## src/rtl/rv32i_types.sv

```systemverilog
// Shared types and constants for the RV32I front end.
package rv32i_types;

  // Fetch sequencer states.
  typedef enum logic [1:0] {
    ST_REQ  = 2'd0,
    ST_HOLD = 2'd1,
    ST_HALT = 2'd2
  } fetch_state_t;

  localparam logic [31:0] NOP_INSTR        = 32'h0000_0013;
  localparam logic [31:0] RESET_PC_DEFAULT = 32'h4000_0060;

  // Saturating 2-bit counter step up.
  function automatic logic [1:0] ctr_inc(input logic [1:0] c);
    return (c == 2'b11) ? 2'b11 : (c + 2'b01);
  endfunction

  // Saturating 2-bit counter step down.
  function automatic logic [1:0] ctr_dec(input logic [1:0] c);
    return (c == 2'b00) ? 2'b00 : (c - 2'b01);
  endfunction

endpackage

```

## src/rtl/if_fetch_btb.sv

```systemverilog
// Direct-mapped branch target buffer with 2-bit direction counters.
// Lookup is combinational from the register contents, so a same-cycle
// update to the looked-up entry only becomes visible one cycle later.
module btb
  import rv32i_types::*;
#(
  parameter int width   = 32,
  parameter int BTB_IDX = 4
) (
  input  logic             clk,
  input  logic             rst,
  input  logic [width-1:0] lookup_pc,
  output logic             lookup_pred,
  output logic [width-1:0] lookup_target,
  input  logic             upd_valid,
  input  logic [width-1:0] upd_pc,
  input  logic             upd_taken,
  input  logic [width-1:0] upd_target
);

  localparam int ENTRIES = 1 << BTB_IDX;
  localparam int TAG_W   = width - BTB_IDX - 2;

  logic [ENTRIES-1:0] valid;
  logic [TAG_W-1:0]   tag    [ENTRIES];
  logic [width-1:0]   target [ENTRIES];
  logic [1:0]         ctr    [ENTRIES];

  logic [BTB_IDX-1:0] lk_idx;
  logic [BTB_IDX-1:0] up_idx;
  logic [TAG_W-1:0]   lk_tag;
  logic [TAG_W-1:0]   up_tag;
  logic               lk_hit;
  logic               up_hit;

  assign lk_idx        = lookup_pc[BTB_IDX+1:2];
  assign lk_tag        = lookup_pc[width-1:BTB_IDX+2];
  assign up_idx        = upd_pc[BTB_IDX+1:2];
  assign up_tag        = upd_pc[width-1:BTB_IDX+2];
  assign lk_hit        = valid[lk_idx] && (tag[lk_idx] == lk_tag);
  assign up_hit        = valid[up_idx] && (tag[up_idx] == up_tag);
  assign lookup_pred   = lk_hit && ctr[lk_idx][1];
  assign lookup_target = target[lk_idx];

  // Entry storage: allocate on taken miss, train counters on hits.
  always_ff @(posedge clk or negedge rst) begin
    if (!rst) begin
      valid <= '0;
      for (int i = 0; i < ENTRIES; i++) begin
        tag[i]    <= '0;
        target[i] <= '0;
        ctr[i]    <= 2'b01;
      end
    end else if (upd_valid) begin
      if (upd_taken) begin
        if (up_hit) begin
          ctr[up_idx]    <= ctr_inc(ctr[up_idx]);
          target[up_idx] <= upd_target;
        end else begin
          valid[up_idx]  <= 1'b1;
          tag[up_idx]    <= up_tag;
          target[up_idx] <= upd_target;
          ctr[up_idx]    <= 2'b10;
        end
      end else if (up_hit) begin
        ctr[up_idx] <= ctr_dec(ctr[up_idx]);
      end
    end
  end

endmodule

```

## src/rtl/if_fetch.sv

```systemverilog
// Instruction fetch stage: PC, instruction-memory handshake, BTB-based
// next-PC prediction and the IF/ID output register.
module if_fetch
  import rv32i_types::*;
#(
  parameter int               width    = 32,
  parameter int               BTB_IDX  = 4,
  parameter logic [width-1:0] RESET_PC = width'(RESET_PC_DEFAULT)
) (
  input  logic             clk,
  input  logic             rst,
  output logic             imem_read,
  output logic [width-1:0] imem_address,
  input  logic [width-1:0] imem_rdata,
  input  logic             imem_resp,
  input  logic             IF_stall_i,
  input  logic             IF_redirect_i,
  input  logic [width-1:0] IF_redirect_pc_i,
  input  logic             IF_halt_i,
  input  logic             IF_upd_valid_i,
  input  logic [width-1:0] IF_upd_pc_i,
  input  logic             IF_upd_taken_i,
  input  logic [width-1:0] IF_upd_target_i,
  output logic [width-1:0] IF_instr_o,
  output logic [width-1:0] IF_pc_o,
  output logic             IF_br_pred_o,
  output logic             IF_valid_o
);

  localparam logic [width-1:0] NOP     = width'(NOP_INSTR);
  localparam logic [width-1:0] PC_STEP = width'(32'd4);

  fetch_state_t     state, state_n;
  logic [width-1:0] pc, pc_n;
  logic             pend, pend_n;         // redirect waiting for in-flight response
  logic [width-1:0] redir_pc, redir_pc_n;
  logic             halt_pend, halt_pend_n;
  logic             read_n;
  logic [width-1:0] instr_n, pc_out_n;
  logic             pred_n, valid_n;
  logic [width-1:0] buf_instr, buf_instr_n;
  logic             buf_pred, buf_pred_n;
  logic [width-1:0] buf_next, buf_next_n;
  logic             pred;
  logic [width-1:0] pred_target;
  logic [width-1:0] next_pc;

  btb #(.width(width), .BTB_IDX(BTB_IDX)) u_btb (
    .clk          (clk),
    .rst          (rst),
    .lookup_pc    (pc),
    .lookup_pred  (pred),
    .lookup_target(pred_target),
    .upd_valid    (IF_upd_valid_i),
    .upd_pc       (IF_upd_pc_i),
    .upd_taken    (IF_upd_taken_i),
    .upd_target   (IF_upd_target_i)
  );

  assign imem_address = pc;
  assign next_pc      = pred ? pred_target : (pc + PC_STEP);

  // State, PC and output registers.
  always_ff @(posedge clk or negedge rst) begin
    if (!rst) begin
      state        <= ST_REQ;
      pc           <= RESET_PC;
      pend         <= 1'b0;
      redir_pc     <= RESET_PC;
      halt_pend    <= 1'b0;
      imem_read    <= 1'b0;
      IF_instr_o   <= NOP;
      IF_pc_o      <= RESET_PC;
      IF_br_pred_o <= 1'b0;
      IF_valid_o   <= 1'b0;
      buf_instr    <= NOP;
      buf_pred     <= 1'b0;
      buf_next     <= RESET_PC;
    end else begin
      state        <= state_n;
      pc           <= pc_n;
      pend         <= pend_n;
      redir_pc     <= redir_pc_n;
      halt_pend    <= halt_pend_n;
      imem_read    <= read_n;
      IF_instr_o   <= instr_n;
      IF_pc_o      <= pc_out_n;
      IF_br_pred_o <= pred_n;
      IF_valid_o   <= valid_n;
      buf_instr    <= buf_instr_n;
      buf_pred     <= buf_pred_n;
      buf_next     <= buf_next_n;
    end
  end

  // Next-state and output decode; redirect outranks halt, halt outranks stall.
  always_comb begin
    state_n     = state;
    pc_n        = pc;
    pend_n      = pend;
    redir_pc_n  = redir_pc;
    halt_pend_n = halt_pend;
    instr_n     = IF_instr_o;
    pc_out_n    = IF_pc_o;
    pred_n      = IF_br_pred_o;
    valid_n     = IF_valid_o;
    buf_instr_n = buf_instr;
    buf_pred_n  = buf_pred;
    buf_next_n  = buf_next;
    case (state)
      ST_REQ: begin
        if (IF_redirect_i) begin
          instr_n     = NOP;
          valid_n     = 1'b0;
          pred_n      = 1'b0;
          halt_pend_n = 1'b0;
          if (imem_resp) begin
            pc_n   = IF_redirect_pc_i;
            pend_n = 1'b0;
          end else begin
            pend_n     = 1'b1;
            redir_pc_n = IF_redirect_pc_i;
          end
        end else if (imem_resp) begin
          if (halt_pend || IF_halt_i) begin
            state_n     = ST_HALT;
            valid_n     = 1'b0;
            pend_n      = 1'b0;
            halt_pend_n = 1'b0;
          end else if (pend) begin
            // Response belongs to the squashed path: drop it and restart.
            pc_n    = redir_pc;
            pend_n  = 1'b0;
            instr_n = NOP;
            valid_n = 1'b0;
            pred_n  = 1'b0;
          end else if (IF_stall_i) begin
            state_n     = ST_HOLD;
            buf_instr_n = imem_rdata;
            buf_pred_n  = pred;
            buf_next_n  = next_pc;
          end else begin
            instr_n  = imem_rdata;
            pc_out_n = pc;
            pred_n   = pred;
            valid_n  = 1'b1;
            pc_n     = next_pc;
          end
        end else begin
          if (IF_halt_i) begin
            halt_pend_n = 1'b1;
            valid_n     = 1'b0;
          end else if (IF_stall_i) begin
            valid_n = IF_valid_o;
          end else begin
            valid_n = 1'b0;
          end
        end
      end
      ST_HOLD: begin
        if (IF_redirect_i) begin
          state_n = ST_REQ;
          pc_n    = IF_redirect_pc_i;
          instr_n = NOP;
          valid_n = 1'b0;
          pred_n  = 1'b0;
        end else if (IF_halt_i) begin
          state_n = ST_HALT;
          valid_n = 1'b0;
        end else if (IF_stall_i) begin
          state_n = ST_HOLD;
        end else begin
          state_n  = ST_REQ;
          instr_n  = buf_instr;
          pc_out_n = pc;
          pred_n   = buf_pred;
          valid_n  = 1'b1;
          pc_n     = buf_next;
        end
      end
      ST_HALT: begin
        state_n = ST_HALT;
        valid_n = 1'b0;
      end
      default: begin
        state_n = ST_REQ;
        valid_n = 1'b0;
      end
    endcase
    read_n = (state_n == ST_REQ);
  end

endmodule

```

## config.mk

```make
export PLATFORM = sky130hd
export DESIGN_NAME = if_fetch
export DESIGN_NICKNAME = d
export VERILOG_FILES = /design/src/rtl/rv32i_types.sv /design/src/rtl/if_fetch_btb.sv /design/src/rtl/if_fetch.sv
export SDC_FILE = /design/constraint.sdc
export NUM_CORES = 2
export LEC_CHECK = 0
export BUFFER_PORTS_ARGS = -buffer_cell sky130_fd_sc_hd__buf_2
export CAP_MARGIN = 20
export CORE_MARGIN = 1.5
export CORE_UTILIZATION = 40
export CTS_BUF_LIST = sky130_fd_sc_hd__clkbuf_16
export CTS_CLUSTER_SIZE = 28
export DETAILED_ROUTE_END_ITERATION = 10
export SYNTH_ARGS = -nofsm -noshare
export SYNTH_HDL_FRONTEND = slang
export SYNTH_SLANG_ARGS = --single-unit
```

## constraint.sdc

```tcl
create_clock -name clk -period 3.6 [get_ports clk]
set_input_delay 0.72 -clock clk [delete_from_list [all_inputs] [get_ports clk]]
set_output_delay 0.72 -clock clk [all_outputs]
set_load 0.05 [all_outputs]
```

==> results by group <==
Status
  • Status: finished, violations left
  • Violated checks: setup timing

STA
  • Setup TNS: -75.50 ns
  • Final Hold Vio Count: 0
  • RSZ-0062 raised after global routing: yes
  • Max-slew headroom: a little over a third
  • Final min period: slightly below 4 ns
  • Final Setup Violations: 511
  • Final Cycle Share: 108%
  • Fmax: roughly 260 MHz
  • Worst-Margin Slew: just under 1 ns
  • Final-report max-slew violation count: 0
  • Skew final: approximately 0.040 ns
  • Final worst slack: -0.288 ns

Synth
  • Syn nets: between 4000 and 5000
  • Yosys cell types: between 70 and 80
  • YS warnings: 0
  • Most used DFF post-synth: dfrtp_1
  • Seq/Total Area, Yosys: 50.2%
  • Cells after synthesis: ~4100
  • FFs w/ async S/R, synth: 100%
  • Syn avg cell area: ~14 sq um
  • Synthesized flop and latch total: 1176
  • Post-synth EDFFs: 0
  • Cell Area, Synth: 58700 sq um

Floorplan
  • Die height: around 390 um
  • Initial Utilization: 40.3%
  • Core area: roughly 150000 sq um
  • Row count: 140
  • Boundary Pins: roughly 240
  • DIE WIDTH: approximately 390 um
  • Die ar.: between 100000 and 150000 sq um

Route
  • Via-per-instance ratio: 5.94
  • Routed Antenna Nets: 0
  • Residual DRC: 0
  • First DRT Iteration DRCs: roughly 3200
  • TritonRoute pass-1 iters: 7
  • Final WL: between 150000 and 200000 um
  • Routed WL per cell: ~29 um
  • Via count: roughly 39000

Global route
  • Grt ovf: 0
  • Pin count of the biggest net entering global routing: around 140
  • Vias in the first global route: slightly below 40000
  • Gr usage total: around a quarter
  • Initial antenna violation count: 20
  • First-pass GRT wire length: ~270000 um

Power
  • Pwr Density: between 600 and 700 nW/um^2
  • Peak supply drop: about 0.00047 V
  • LEAKAGE: 32.5 nW
  • Final Power: between 50 and 60 mW

Layout
  • Layout cells sized above 1: 51.0%
  • Post-route design area: 71700 sq um
  • Synth-to-layout area growth: 22.1%
  • Fillers: roughly 12000
  • Layout Nets: around 4600

CTS
  • Clock sinks: 1176
  • Htree depth: 4
  • Clock Path Buffers: 3
  • Clock tree root driver cell: clkbuf_16
  • Clk Latency, worst-skew pair: between 0.7 and 0.8 ns
  • Clock Pin Slew Worst Setup and Hold Paths: 0.06 ns
  • CTS tree: yes
  • Total CTS buffers: 133

Critical path
  • Worst setup SP type: flop
  • Critical path endpoint category: flop
  • CP Max Fanout: 7
  • WP data required: 4.23 ns
  • WS Path Type: flop to flop
  • WP data arrival: about 4.5 ns

Place
  • Gp weighted congestion: 0.883
  • DPL Wire Length: around 120000 um
  • DP Area: 65000 sq um
  • PortBufs: approximately 230
  • Setup WS pre-CTS: -0.866 ns

Flow run
  • # Max-Cap Violations: 0

Worst hold path
  • Hold Path Class: input port to flop
==> layout by cell type (no fill, tap or decap), drive strengths merged, types with 66 or more instances in the layout <==
| cell | netlist | routed |
|---|---|---|
| dfrtp | 1142 | 1142 |
| mux2 | 1021 | 1021 |
| buf | 162 | 665 |
| mux4 | 386 | 386 |
| nand2 | 200 | 200 |
| clkbuf | 222 | 154 |
| mux2i | 104 | 104 |
| o21ai | 103 | 103 |
| nand3 | 83 | 83 |
| a21oi | 69 | 69 |
| inv | 25 | 66 |
==> final timing paths <==
path / cells after the start / from / to / slack, ns
setup / recovery: 13 / u_btb.tag[397] / u_btb.tag[321] / -0.29
hold / removal: 2 / IF_stall_i / IF_valid_o / 0.20
setup reg to reg: 13 / u_btb.tag[397] / u_btb.tag[321] / -0.29
hold reg to reg: 2 / IF_instr_o[6] / IF_instr_o[6] / 0.47
max in group asynchronous: 3 / rst / IF_pc_o[22] / 1.84
min in group asynchronous: 2 / rst / u_btb.target[167] / 0.57
==> critical path, cell delays in order, from the launching register on <==
cell	delay (ns)
dfrtp_1	0.41
mux4_2	0.47
mux2_4	0.29
a222oi_1	0.35
nor4b_4	0.31
o2111ai_2	0.19
or3_4	0.46
buf_12	0.15
buf_8	0.12
buf_12	0.12
o21ai_4	0.23
buf_12	0.15
clkbuf_16	0.19
mux2_4	0.31
==> report_power, final <==
group	switching, mW	internal [mW]	total, mW
combinational	9.69	8.89	18.6
clock	5.65	7.58	13.2
sequential	2.19	16.1	18.3
==> synth_stat cells, types with 6 or more instances <==
library cell  instances  area share, %
buf_1                68           0.43
nor2b_1               6          0.064
buf_8                 6           0.15
a211oi_1             15           0.19
xnor2_1              52           0.78
a22o_1               10           0.15
mux2i_1             104            1.8
and3_1               26           0.28
nand4_1              11           0.12
o32a_1                7           0.12
o211ai_1             42           0.54
dfstp_2              34            1.5
mux2_2              780             15
o21ai_0              85           0.72
dfrtp_1            1142             49
nand2_1             200            1.3
nand2b_1             25           0.27
buf_4                 8           0.10
or3_1                 7          0.075
a22oi_1              44           0.56
a21oi_1              69           0.59
or2_2                20           0.21
a31oi_1              12           0.13
o31ai_1              17           0.22
buf_2                42           0.36
o221ai_1             21           0.31
nor3_1               15           0.13
mux4_2              386             15
a221oi_1              9           0.13
clkbuf_1            222            1.4
xor2_1               39           0.58
buf_6                38           0.73
mux2_4               48            1.2
inv_1                24           0.15
nand3_1              83           0.71
mux2_1              193            3.7
nor2_1               56           0.36
o21ai_4              13           0.36
==> registers in the layout (all words and copies together), names as in the netlist, 2 cells and up <==
name          flops
IF_instr_o       32
IF_pc_o          32
buf_instr        32
buf_next         32
imem_address     32
redir_pc         32
state             2
u_btb.ctr        32
u_btb.tag       416
u_btb.target    512
u_btb.valid      16
==> kinds of logic (layout without fill, tap and decap cells) <==
logic type      after synthesis  after routing  synth area share (%)
other cells                   0              5                     0
buf+inv                     412            955                  3.38
mux                        1511           1511                  36.5
simple gates                479            479                  3.92
xor+xnor                     91             91                  1.36
compound gates              388            388                  4.64
flops                      1176           1176                  50.2
fa+ha+maj                     3              3                0.0554
==> metal layers <==
layer,track usage [%],part of all wire (%)
met5,0,0.055
met4,7.64,3.4
met3,3.68,6.2
met2,38.4,46
met1,35.1,44
==> metrics by stage <==
| stage | hold slack, ns | util, % | cells |
|---|---|---|---|
| after floorplan | 0.424 | - | 4060 |
| after global placement | 0.456 | 44.6 | 6196 |
| after detailed placement | 0.465 | 44.6 | 6196 |
| after CTS | 0.154 | 48.2 | 6473 |
| after global routing | 0.188 | 49.2 | 6522 |
| final | 0.202 | 49.2 | 6525 |
==> layout make-up <==
| type | instances | area, sq um | area share, % |
|---|---|---|---|
| flip-flops and latches | 1176 | 29500 | 41.1 |
| multi-input cells | 2472 | 28700 | 40.0 |
| repair buffers | 687 | 6830 | 9.53 |
| clock buffers | 134 | 3350 | 4.68 |
| well taps | 1917 | 2400 | 3.35 |
| clock inverters | 106 | 842 | 1.17 |
| inverters | 28 | 105 | 0.147 |
| diodes | 5 | 12.5 | 0.0175 |
==> what timing repair did <==
item | 4_1_cts | 5_1_grt
pin swaps | 12 | 23
setup endpoints to repair | 480 | 519
buffers inserted | 23 | 31
cloned | 13 | 21
gates resized for setup | 122 | 154
hold buffers | 1 | 0
endpoints found under the hold margin | 34 | 0
No activity file was read; power rests on OpenSTA's default activity.
